[src/rtl/cpu_pc_stack.sv]
// -----------------------------------------------------------------------------
// cpu_pc_stack
// -----------------------------------------------------------------------------
// Program-counter register for the fetch path with a configurable increment
// step, a hardware return-address stack (call/ret) and an error pulse for
// requests that are illegal or conflicting.
//
// Exactly one request per cycle is honoured. Two or more simultaneous
// requests, a call on a full stack, or a ret on an empty stack leave all
// state untouched and raise err for one cycle.
//
// Parameters
//   N        address width in bits
//   STEP     increment applied by inc, and the return offset pushed by call
//   DEPTH    number of return-stack entries (>= 1)
//   RST_VAL  program counter value after reset
//
// Ports
//   clk    in   rising-edge system clock
//   rst    in   synchronous reset, active-high, overrides every request
//   inc    in   q <= q + STEP
//   load   in   q <= d
//   call   in   push q + STEP, then q <= d
//   ret    in   q <= top of stack, then pop
//   d      in   load/call target, sampled only on load/call edges
//   q      out  current program counter (registered)
//   empty  out  stack holds no entries
//   full   out  stack holds DEPTH entries
//   err    out  one-cycle pulse after a rejected request
//   ovf    out  present only when CPU_PC_OVF_EN is defined: one-cycle pulse
//               after an accepted inc whose q + STEP carried out of N bits
//
// Build option
//   CPU_PC_OVF_EN  adds the ovf port and its carry detection. Without it the
//                  increment wraps silently.
// -----------------------------------------------------------------------------
module cpu_pc_stack #(
    parameter int unsigned N       = 8,
    parameter int unsigned STEP    = 1,
    parameter int unsigned DEPTH   = 4,
    parameter int unsigned RST_VAL = 0
) (
    input  logic         clk,
    input  logic         rst,
    input  logic         inc,
    input  logic         load,
    input  logic         call,
    input  logic         ret,
    input  logic [N-1:0] d,
    output logic [N-1:0] q,
    output logic         empty,
    output logic         full,
`ifdef CPU_PC_OVF_EN
    output logic         ovf,
`endif
    output logic         err
);

    // sp counts occupied entries (0..DEPTH); the entry index needs one bit less
    // whenever DEPTH is a power of two.
    localparam int unsigned SP_W  = $clog2(DEPTH + 1);
    localparam int unsigned IDX_W = (DEPTH > 1) ? $clog2(DEPTH) : 1;

    logic [N-1:0]    pc_q,  pc_d;
    logic [SP_W-1:0] sp_q,  sp_d;
    logic            err_q, err_d;
    logic [N-1:0]    stack_mem [0:DEPTH-1];

    logic [N-1:0]    ret_addr;   // q + STEP, wrapped to N bits
    logic [SP_W-1:0] sp_m1;      // index of the top-of-stack entry
    logic            stack_empty;
    logic            stack_full;
    logic            push_en;

`ifdef CPU_PC_OVF_EN
    logic            ovf_q, ovf_d;
    logic [N:0]      inc_sum;

    // Extra top bit captures the carry out of the N-bit increment.
    assign inc_sum  = {1'b0, pc_q} + (N+1)'(STEP);
    assign ret_addr = inc_sum[N-1:0];
`else
    assign ret_addr = pc_q + N'(STEP);
`endif

    assign sp_m1       = sp_q - SP_W'(1);
    assign stack_empty = (sp_q == '0);
    assign stack_full  = (sp_q == SP_W'(DEPTH));

    // -------------------------------------------------------------------------
    // Next-state decode
    // -------------------------------------------------------------------------
    always_comb begin
        // NOTE: every signal gets a default before the case so no path leaves
        // it unassigned, which would otherwise infer a latch.
        pc_d    = pc_q;
        sp_d    = sp_q;
        err_d   = 1'b0;
        push_en = 1'b0;
`ifdef CPU_PC_OVF_EN
        ovf_d   = 1'b0;
`endif

        case ({inc, load, call, ret})
            4'b0000: ; // idle: hold everything
            4'b1000: begin
                pc_d = ret_addr;
`ifdef CPU_PC_OVF_EN
                ovf_d = inc_sum[N];
`endif
            end
            4'b0100: pc_d = d;
            4'b0010: begin
                if (stack_full) begin
                    err_d = 1'b1;
                end else begin
                    push_en = 1'b1;
                    sp_d    = sp_q + SP_W'(1);
                    pc_d    = d;
                end
            end
            4'b0001: begin
                if (stack_empty) begin
                    err_d = 1'b1;
                end else begin
                    pc_d = stack_mem[sp_m1[IDX_W-1:0]];
                    sp_d = sp_m1;
                end
            end
            // Any combination of two or more requests is rejected as a whole.
            default: err_d = 1'b1;
        endcase
    end

    // -------------------------------------------------------------------------
    // State registers
    // -------------------------------------------------------------------------
    // NOTE: sequential state uses non-blocking assignments so every flop
    // samples the pre-edge values regardless of statement order.
    always_ff @(posedge clk) begin
        if (rst) begin
            pc_q  <= N'(RST_VAL);
            sp_q  <= '0;
            err_q <= 1'b0;
`ifdef CPU_PC_OVF_EN
            ovf_q <= 1'b0;
`endif
        end else begin
            pc_q  <= pc_d;
            sp_q  <= sp_d;
            err_q <= err_d;
`ifdef CPU_PC_OVF_EN
            ovf_q <= ovf_d;
`endif
        end
    end

    // NOTE: the stack array is deliberately not reset; clearing sp alone makes
    // every entry unreachable, and leaving the array unreset lets it map onto
    // plain storage.
    always_ff @(posedge clk) begin
        if (push_en && !rst) begin
            stack_mem[sp_q[IDX_W-1:0]] <= ret_addr;
        end
    end

    // -------------------------------------------------------------------------
    // Outputs
    // -------------------------------------------------------------------------
    assign q     = pc_q;
    assign empty = stack_empty;
    assign full  = stack_full;
    assign err   = err_q;
`ifdef CPU_PC_OVF_EN
    assign ovf   = ovf_q;
`endif

endmodule

[config.mk]
export PLATFORM = sky130hd
export DESIGN_NAME = cpu_pc_stack
export DESIGN_NICKNAME = d
export VERILOG_FILES = /design/src/rtl/cpu_pc_stack.sv
export SDC_FILE = /design/constraint.sdc
export NUM_CORES = 1
export LEC_CHECK = 0
export BUFFER_PORTS_ARGS = -buffer_cell sky130_fd_sc_hd__buf_2
export CORE_MARGIN = 2
export CORE_UTILIZATION = 30
export CTS_BUF_LIST = sky130_fd_sc_hd__clkbuf_8 sky130_fd_sc_hd__clkbuf_16
export DETAILED_ROUTE_END_ITERATION = 8
export HOLD_SLACK_MARGIN = 0.03
export PLACE_DENSITY = 0.58
export SYNTH_ARGS = -nofsm -noshare
export SYNTH_HDL_FRONTEND = slang
export SYNTH_SLANG_ARGS = --single-unit
[constraint.sdc]
create_clock -name clk -period 2.9 [get_ports clk]
set_clock_uncertainty 0.2 [all_clocks]
set_input_delay 0.58 -clock clk [delete_from_list [all_inputs] [get_ports clk]]
set_output_delay 0.58 -clock clk [all_outputs]
set_load 0.01 [all_outputs]
* After elaboration in Yosys (flattened, before gate mapping)
Memory sizes are Yosys's and may differ from the RTL's.
Cells that the tools add are included.
** Word-level totals
- Flip-flop bits (word level) :: 12
- Latch bits :: 0
- RAM bits :: 32
- ROM bits :: 0
- Input port bits :: 14
- Output and inout bits :: 11
- Word-level logic and storage cells :: 36
- Memories :: 1
** Memory list
- stack_mem :: words 4, bits a word 8, rd ports 1, clocked after Yosys merged registers in 0, wr ports 1, RTL line 67 : logic [N-1:0] stack_mem [0:DEPTH-1];
** Operators by class
- $add $sub $neg :: 3
- Multipliers :: 0
- Div/mod/pow operators :: 0
- $lt $le $gt $ge :: 0
- Equal/unequal tests :: 7
- Shifts and indexed selects :: 0
- Muxes and demuxes :: 13
- Bitwise logic cells :: 0
- Reduce and logical (&&, ||, !) cells :: 9
** Operators by type and width (count)
- 8-bit one-hot mux with 4 select lines :: 1
- 8-bit 2-to-1 mux :: 2
- 8-bit by 1-bit adder with 8-bit output (second input constant) :: 1
- 1-bit 2-to-1 mux :: 6
- 3-bit 2-to-1 mux :: 2
- 3-bit one-hot mux with 2 select lines :: 1
- 3-bit AND reduction :: 2
- 4-bit by 1-bit equality test with 1-bit output (second input constant) :: 1
- 4-bit by 2-bit equality test with 1-bit output (second input constant) :: 1
- 4-bit by 3-bit equality test with 1-bit output (second input constant) :: 1
- 4-bit equality test (second input constant) :: 1
- 4-bit logical NOT :: 1
- 2-bit != test (second input constant) :: 2
- 4-bit nonzero test :: 1
- 3-bit by 1-bit adder with 3-bit output (second input constant) :: 1
- 3-bit equality test (second input constant) :: 1
- 3-bit logical NOT :: 1
- 1-bit one-hot mux with 3 select lines :: 1
- 3-bit OR reduction :: 1
- 3-bit by 1-bit subtractor with 3-bit output (second input constant) :: 1
- 2-bit nonzero test :: 1
- 1-bit logical AND :: 1
- 1-bit logical NOT :: 1

* Longest topological paths before layout
Gate-level depths: netlist (run 1).
- Depth after elaboration :: 6
- Depth in mapped cells :: 9
- Gate-level depth less buffers :: 7

* Worst setup path after synthesis (run 1)
Ideal clock, no wire load.
- Kind :: reg2reg
- Start :: register sp_q[0]
- End :: register pc_q[1], in the netlist q[1]
- Library setup time :: 0.140 ns
- Data arrival time :: 2.208 ns
- Required time :: 2.560 ns
- Slack :: 0.352 ns
- Cell stages (with the launch flop) :: 10
- Path buffers :: 2
- Clock period less this slack :: 2.548 ns
- Cell sequence :: dfxtp_1 -> buf_2 -> inv_1 -> ha_1 -> clkbuf_1 -> mux4_2 -> and2_1 -> a221o_1 -> a21oi_1 -> a211oi_1
** On the way
- Longest elaborated chain between the ends :: 4
- Elaborated cells on any way between the ends :: 9
- Those cells by class :: add/sub: 1; eq/ne: 3; mux: 2; reduce/logical: 2; memory: 1
** RTL lines
- from (decl) :: RTL line 65 : logic [SP_W-1:0] sp_q, sp_d;
- from (signal assigned) :: RTL line 150 : sp_q <= sp_d;
- 3-bit by 1-bit subtractor with 3-bit output :: RTL line 86 : assign sp_m1 = sp_q - SP_W'(1);
- memory 4 x 8 bit
- 8-bit 2-to-1 mux :: RTL line 123 : if (stack_empty) begin
- 8-bit one-hot mux with 4 select lines :: RTL line 104 : case ({inc, load, call, ret})
- to (signal assigned) :: RTL line 142 : pc_q <= N'(RST_VAL);
- to (signal assigned) :: RTL line 149 : pc_q <= pc_d;
- to (decl) :: RTL line 64 : logic [N-1:0] pc_q, pc_d;
Several ways; a longest one is shown, not always the timed one. The select of a mux whose other input is x is not followed.
A chain may end at the register's enable or synchronous reset.

* Final worst setup path (run 1)
- Start :: input port inc
- End :: memory stack_mem[1][0], enable pin
** On the way
- Longest elaborated chain between the ends :: 5
** RTL lines
- from (decl) :: RTL line 45 : input logic inc,
- 4-bit by 2-bit equality test with 1-bit output :: RTL line 104
- 1-bit 2-to-1 mux :: RTL line 104
- 1-bit logical AND :: RTL line 162 : if (push_en && !rst) begin
- 1-bit 2-to-1 mux :: RTL line 162
- 1-bit 2-to-1 mux (not written as such) :: RTL line 163 : stack_mem[sp_q[IDX_W-1:0]] <= ret_addr;
- to (decl) :: RTL line 67
Every way passes these cells.

==> reports/results.tsv, run 1 <==
stage	metric	value	unit
placement	dpl_worst_slack	269.5	ps
floorplanning	coreArea	7137	µm²
clock_network	cts_resized	0	
sta	tns	0	ps
drt	drt_first_pass_iters	4	
sta	relSlewSlack	0.4503	
global_routing	grt_max_degree	16	
logic_synthesis	syn_nets	179	
clock_network	tritoncts	done	
sta	slew_violations	0	
floorplanning	die-area	7941	µm²
worst_setup_path	max_stage_delay	530	ps
layout	insertedDiodeCount	0	
power_and_ir_drop	power_density	536.5	nW/µm²
global_routing	grt_pass1_wl	6706	µm
layout	final_common_cell	edfxtp_1	
drt	drc	0	
floorplanning	die_w	89.12	µm
logic_synthesis	synthDistinctLibCells	44	
worst_setup_path	critical_path_required	2660	ps
status	status	completed	
logic_synthesis	synth-edff-count	32	
logic_synthesis	yosysSeqAreaShare	0.5527	
layout	nets	202	
logic_synthesis	synth_area_per_cell	13.67	µm²
layout	fill_cells	718	
power_and_ir_drop	power_leakage	0.8581	nW
clock_network	cts.sinks	44	
sta	worst_pin_slew	824.6	ps
sta	post-route-min-period	2306	ps
logic_synthesis	synth_area	2173	µm²
logic_synthesis	async_flop_share	0	
run	maxCapViolations	0	
global_routing	overflow	0	
drt	wl_per_cell	15.15	µm
drt	num_vias	1327	
layout	layout_common_cells	32 x edfxtp_1, 24 x buf_2, 12 x dfxtp_1	
global_routing	track_usage	0.1137	
sta	hold_viol	0	
clock_network	root_buffer	clkbuf_8	
power_and_ir_drop	ir_drop	0.0002249	V
clock_network	postCtsSetupBuffers	0	
clock_network	clk_latency	300	ps
global_routing	grt_pass1_vias	1269	
placement	numPortBuffers	24	
clock_network	clock_path_buffers	2	
sta	rsz0062_at_grt	false	
sta	setup_ws	593.5	ps
worst_setup_path	critPathKind	primary input to register	
floorplanning	die_h	89.12	µm
worst_setup_path	cp-start-kind	primary input	
floorplanning	std_cell_rows	31	
drt	routed_wirelength	4273	µm
layout	syn_to_final_growth	14.10	%
worst_setup_path	worst_setup_path_end_kind	register	
worst_setup_path	crit_chain	buf_2, or4_1, nor3b_1, and2_1	
clock_network	cts_made_buffers	5	
drt	via_per_inst	4.706	
clock_network	clk_pin_slew	90	ps
min_path	worstHoldPathType	register to register	
sta	fin_crit_sh	0.7953	
worst_setup_path	crit_buf_inv	1	
floorplanning	ios	25	
sta	timing.fmax	433.6	MHz
logic_synthesis	synth_flop_cell	edfxtp_1	
floorplanning	initial_utilization	0.3045	
drt	ant_nets	0	
worst_setup_path	critPathSlowestCell	or4_1	
clock_network	htree_num_levels	2	
drt	first_iter_violations	89	
logic_synthesis	yosys_register_bits	44	
placement	hpwl	3196	µm
logic_synthesis	syn_inst	159	
layout	layout-drive-gt1-share	0.3060	
worst_setup_path	cpLargestDelayFamily	simple AND/OR/NAND/NOR gates	
placement	gp_congestion	0.7433	
sta	setup_viol	0	
logic_synthesis	yosys_warnings	0	
global_routing	antenna_found_initial	0	
clock_network	ctsHoldBuffers	0	
worst_setup_path	crit_arrival	2060	ps
worst_setup_path	crit_fanout	8	
[metrics by stage]
stage | hold slack, ps | utilization | instances | power (mW) | area (µm²)
after CTS | 330.2 | 0.3475 | 282 | 1.349 | 2480
after global placement | 304.2 | 0.3312 | 274 | 0.8690 | 2364
final | 323.3 | 0.3475 | 282 | 1.330 | 2480
after detailed placement | 316.0 | 0.3312 | 274 | 0.8696 | 2364
after floorplan | 302.9 | - | 159 | 0.8262 | 2173
after global routing | 347.4 | 0.3475 | 282 | 1.384 | 2480
[report_power, final]
group / internal [mW] / leakage (nW) / switching [mW]
clock network: 0.259 / 0.0583 / 0.216
registers: 0.691 / 0.392 / 0.0113
logic: 0.0658 / 0.407 / 0.0866
total: 1.02 / 0.858 / 0.314
[state kept, by name, summed over array words and instances (netlist names)]
name,count
err,1
stack_mem,32
sp_q,3
q,8
[worst paths after layout]
path | startpoint | end | slack [ps] | cells past startpoint
worst min-delay path | q[6] | q[6] | 320 | 2
worst max-delay path | inc | stack_mem[1][0] | 590 | 4
worst max register to register | sp_q[0] | q[1] | 620 | 7
worst min register to register | q[6] | q[6] | 320 | 2
[final cells by class]
cell class	count	area (µm²)	share of cell area
tap	99	123.9	0.04995
sequential	44	1201	0.4844
timing repair buffer	27	142.6	0.05752
inverter	9	33.78	0.01362
clock buffer	5	68.82	0.02775
multi-input combinational	95	862.1	0.3476
clock inverter	3	47.55	0.01917
[worst reg2reg max path: stages, from the launching register on]
cell	delay (ps)
dfxtp_1	360
inv_1	100
ha_1	270
nor2b_1	170
a2bb2oi_1	160
or3_4	430
and2_4	240
a211oi_1	270
[logic make-up (layout without fill, tap and decap cells)]
kind of cell / count (synthesis) / count (layout) / synth area share
flops: 44 / 44 / 0.5527
simple gates: 38 / 38 / 0.1054
compound gates: 31 / 31 / 0.1238
buf+inv: 20 / 44 / 0.05066
xor+xnor: 10 / 10 / 0.04030
mux: 10 / 10 / 0.09269
fa+ha+maj: 6 / 6 / 0.03454
[cell usage after synthesis, types with 2 or more instances]
cell      instances  share of area
a211oi_1          3          0.010
a21oi_1           6          0.014
a221o_1           2         0.0092
a221oi_2          4          0.028
a22o_1            2         0.0081
a22oi_1           8          0.028
and2_1            6          0.017
buf_2             4         0.0092
buf_4             2         0.0069
buf_6             3          0.016
clkbuf_1          2         0.0035
dfxtp_1          12           0.11
edfxtp_1         32           0.44
ha_1              6          0.035
inv_1             9          0.016
mux4_2            8          0.083
nand2_1           5         0.0086
nand3_1           2         0.0046
nor2_1            8          0.014
nor3_1            2         0.0046
nor4_1            2         0.0058
xnor2_1           8          0.032
xor2_1            2         0.0081
[routing by layer]
metal | wire length (µm) | GRT usage
met5 | 0 | 0
met4 | 49 | 0.03664
met1 | 2144 | 0.1635
met3 | 127 | 0.03139
met2 | 1951 | 0.1663
(Power assumes the default switching activity.)
==> run 2, diff against run 1 <==
==> constraint.sdc (replaced) <==
create_clock -name clk -period 2.3 [get_ports clk]
set_clock_uncertainty 0.2 [all_clocks]
set_input_delay 0.46 -clock clk [delete_from_list [all_inputs] [get_ports clk]]
set_output_delay 0.46 -clock clk [all_outputs]
set_load 0.01 [all_outputs]
==> reports/results.tsv, run 2 (synthesis results as in run 1) <==
stage	metric	value	unit
sta	post-route-min-period	2191	ps
sta	hold_viol	0	
floorplanning	die_w	89.12	µm
worst_setup_path	critical_path_required	2280	ps
drt	via_per_inst	4.604	
floorplanning	ios	25	
layout	layout-drive-gt1-share	0.4115	
power_and_ir_drop	total_power	1.719	mW
power_and_ir_drop	p_sw_frac	0.2408	
worst_setup_path	crit_buf_inv	2	
placement	hpwl	3603	µm
drt	first_iter_violations	94	
global_routing	grt_max_degree	16	
sta	rsz0062_at_grt	false	
drt	wl_per_cell	15.40	µm
sta	worst_pin_slew	857.0	ps
power_and_ir_drop	p_clk_frac	0.356	
clock_network	tritoncts	done	
clock_network	clk_latency	290	ps
power_and_ir_drop	power_density	637.1	nW/µm²
layout	layout_common_cells	32 x edfxtp_1, 27 x buf_4, 25 x buf_2	
layout	syn_to_final_growth	24.18	%
layout	insertedDiodeCount	0	
power_and_ir_drop	power.switching	414.0	µW
clock_network	clk_pin_slew	90	ps
power_and_ir_drop	power_leakage	0.9861	nW
global_routing	grt_pass1_vias	1448	
worst_setup_path	cpLargestDelayFamily	simple AND/OR/NAND/NOR gates	
drt	routed_wirelength	4743	µm
drt	wl_met2	2353	µm
clock_network	htree_num_levels	2	
worst_setup_path	critPathSlowestCell	or3_4	
drt	drc	0	
worst_setup_path	crit_arrival	2170	ps
floorplanning	initial_utilization	0.3045	
floorplanning	die_h	89.12	µm
power_and_ir_drop	combPwrFrac	0.131	
sta	timing.fmax	456.5	MHz
layout	final_common_cell	edfxtp_1	
global_routing	overflow	0	
layout	largest_register_ffs	32	
drt	num_vias	1418	
power_and_ir_drop	p_int	1.305	mW
drt	highest_layer	met4	
sta	fin_crit_sh	0.9525	
global_routing	track_usage	0.1245	
clock_network	clock_path_buffers	2	
clock_network	cts.sinks	44	
min_path	worstHoldPathType	register to register	
floorplanning	std_cell_rows	31	
drt	ant_nets	0	
global_routing	antenna_found_initial	0	
worst_setup_path	crit_chain	inv_1, ha_2, nor2b_1, a2bb2oi_2, or3_4, buf_2, a22oi_2, a221oi_2	
worst_setup_path	crit_fanout	7	
run	maxCapViolations	0	
drt	met1Wirelength	2222	µm
floorplanning	die-area	7941	µm²
worst_setup_path	worst_setup_path_end_kind	register	
sta	slew_violations	0	
drt	drt_first_pass_iters	4	
worst_setup_path	critPathKind	register to register	
placement	gp_congestion	0.7218	
layout	nets	228	
clock_network	cts_made_buffers	5	
sta	relSlewSlack	0.4287	
global_routing	grt_pass1_wl	7431	µm
clock_network	root_buffer	clkbuf_8	
worst_setup_path	cp-start-kind	register	
sta	tns	0	ps
drt	wl_met3	147	µm
floorplanning	coreArea	7137	µm²
clock_network	ctsHoldBuffers	0	
placement	numPortBuffers	24	
power_and_ir_drop	power_frac_seq	0.513	
worst_setup_path	max_stage_delay	440	ps
power_and_ir_drop	ir_drop	0.0002373	V
sta	setup_viol	0	
status	status	completed	
## run 2: changes by cell type in the layout (fill, tap and decap cells not counted), sizes merged
cell      before  now
inv            9   10
clkinv         2    0
clkinvlp       0    1
buf           27   53
## run 2: stage by stage
stage | area (µm²) | util | instances | setup WS (ps) | hold slack (ps)
finish | 2699 | 0.3782 | 308 | 109.2 | 320.9
global route | 2699 | 0.3782 | 308 | 7.894 | 358.7
CTS | 2674 | 0.3746 | 306 | 91.69 | 312.3
detailed placement | 2559 | 0.3585 | 298 | -31.19 | 309.6
global placement | 2559 | 0.3585 | 298 | -5.147 | 308.2
floorplan | 2186 | - | 159 | 23.85 | 302.9
## run 2: what timing repair did
action	in CTS	in global routing
gates resized for setup	0	3
endpoints found under the setup margin	0	5
buffers inserted	0	2
## run 2: per-layer routing
metal | vias up | GRT usage
met1 | 701 | 0.1676
met3 | 2 | 0.03324
met4 | 0 | 0.03121
met5 | - | 0
met2 | 14 | 0.2007
li1 | 701 | -
## run 2: final timing paths
| check | from | to | slack, ps | cells after the start |
|---|---|---|---|---|
| max | sp_q[1] | q[5] | 110 | 8 |
| min | q[7] | q[7] | 320 | 2 |
| max reg2reg | sp_q[1] | q[5] | 110 | 8 |
| min reg2reg | q[7] | q[7] | 320 | 2 |
## run 2: worst register-to-register path: cells and delay by family, from the launching register on
kind	cells	cell delay, ps
AOI/OAI and AO/OA	3	450
adders and majority gates	1	210
DFF	1	350
and+or+nand+nor	2	590
buffers and inverters	2	280
## run 2: final cells by class
| type | count | area [µm²] |
|---|---|---|
| inverters | 9 | 33.78 |
| clock inverters | 3 | 46.29 |
| fillers | 712 | 4438 |
| multi-input cells | 95 | 875.8 |
| flip-flops and latches | 44 | 1202 |
| clock buffers | 5 | 68.82 |
| repair buffers | 53 | 347.8 |
| well taps | 99 | 123.9 |
## run 2: power groups by stage
stage	sequential, mW	clock [mW]	combinational, mW
6_report	0.883	0.611	0.225
5_1_grt	0.885	0.643	0.247
4_1_cts	0.883	0.624	0.223
3_5_place_dp	0.901	0	0.223
3_3_place_gp	0.901	0	0.221
2_1_floorplan	0.906	0	0.138
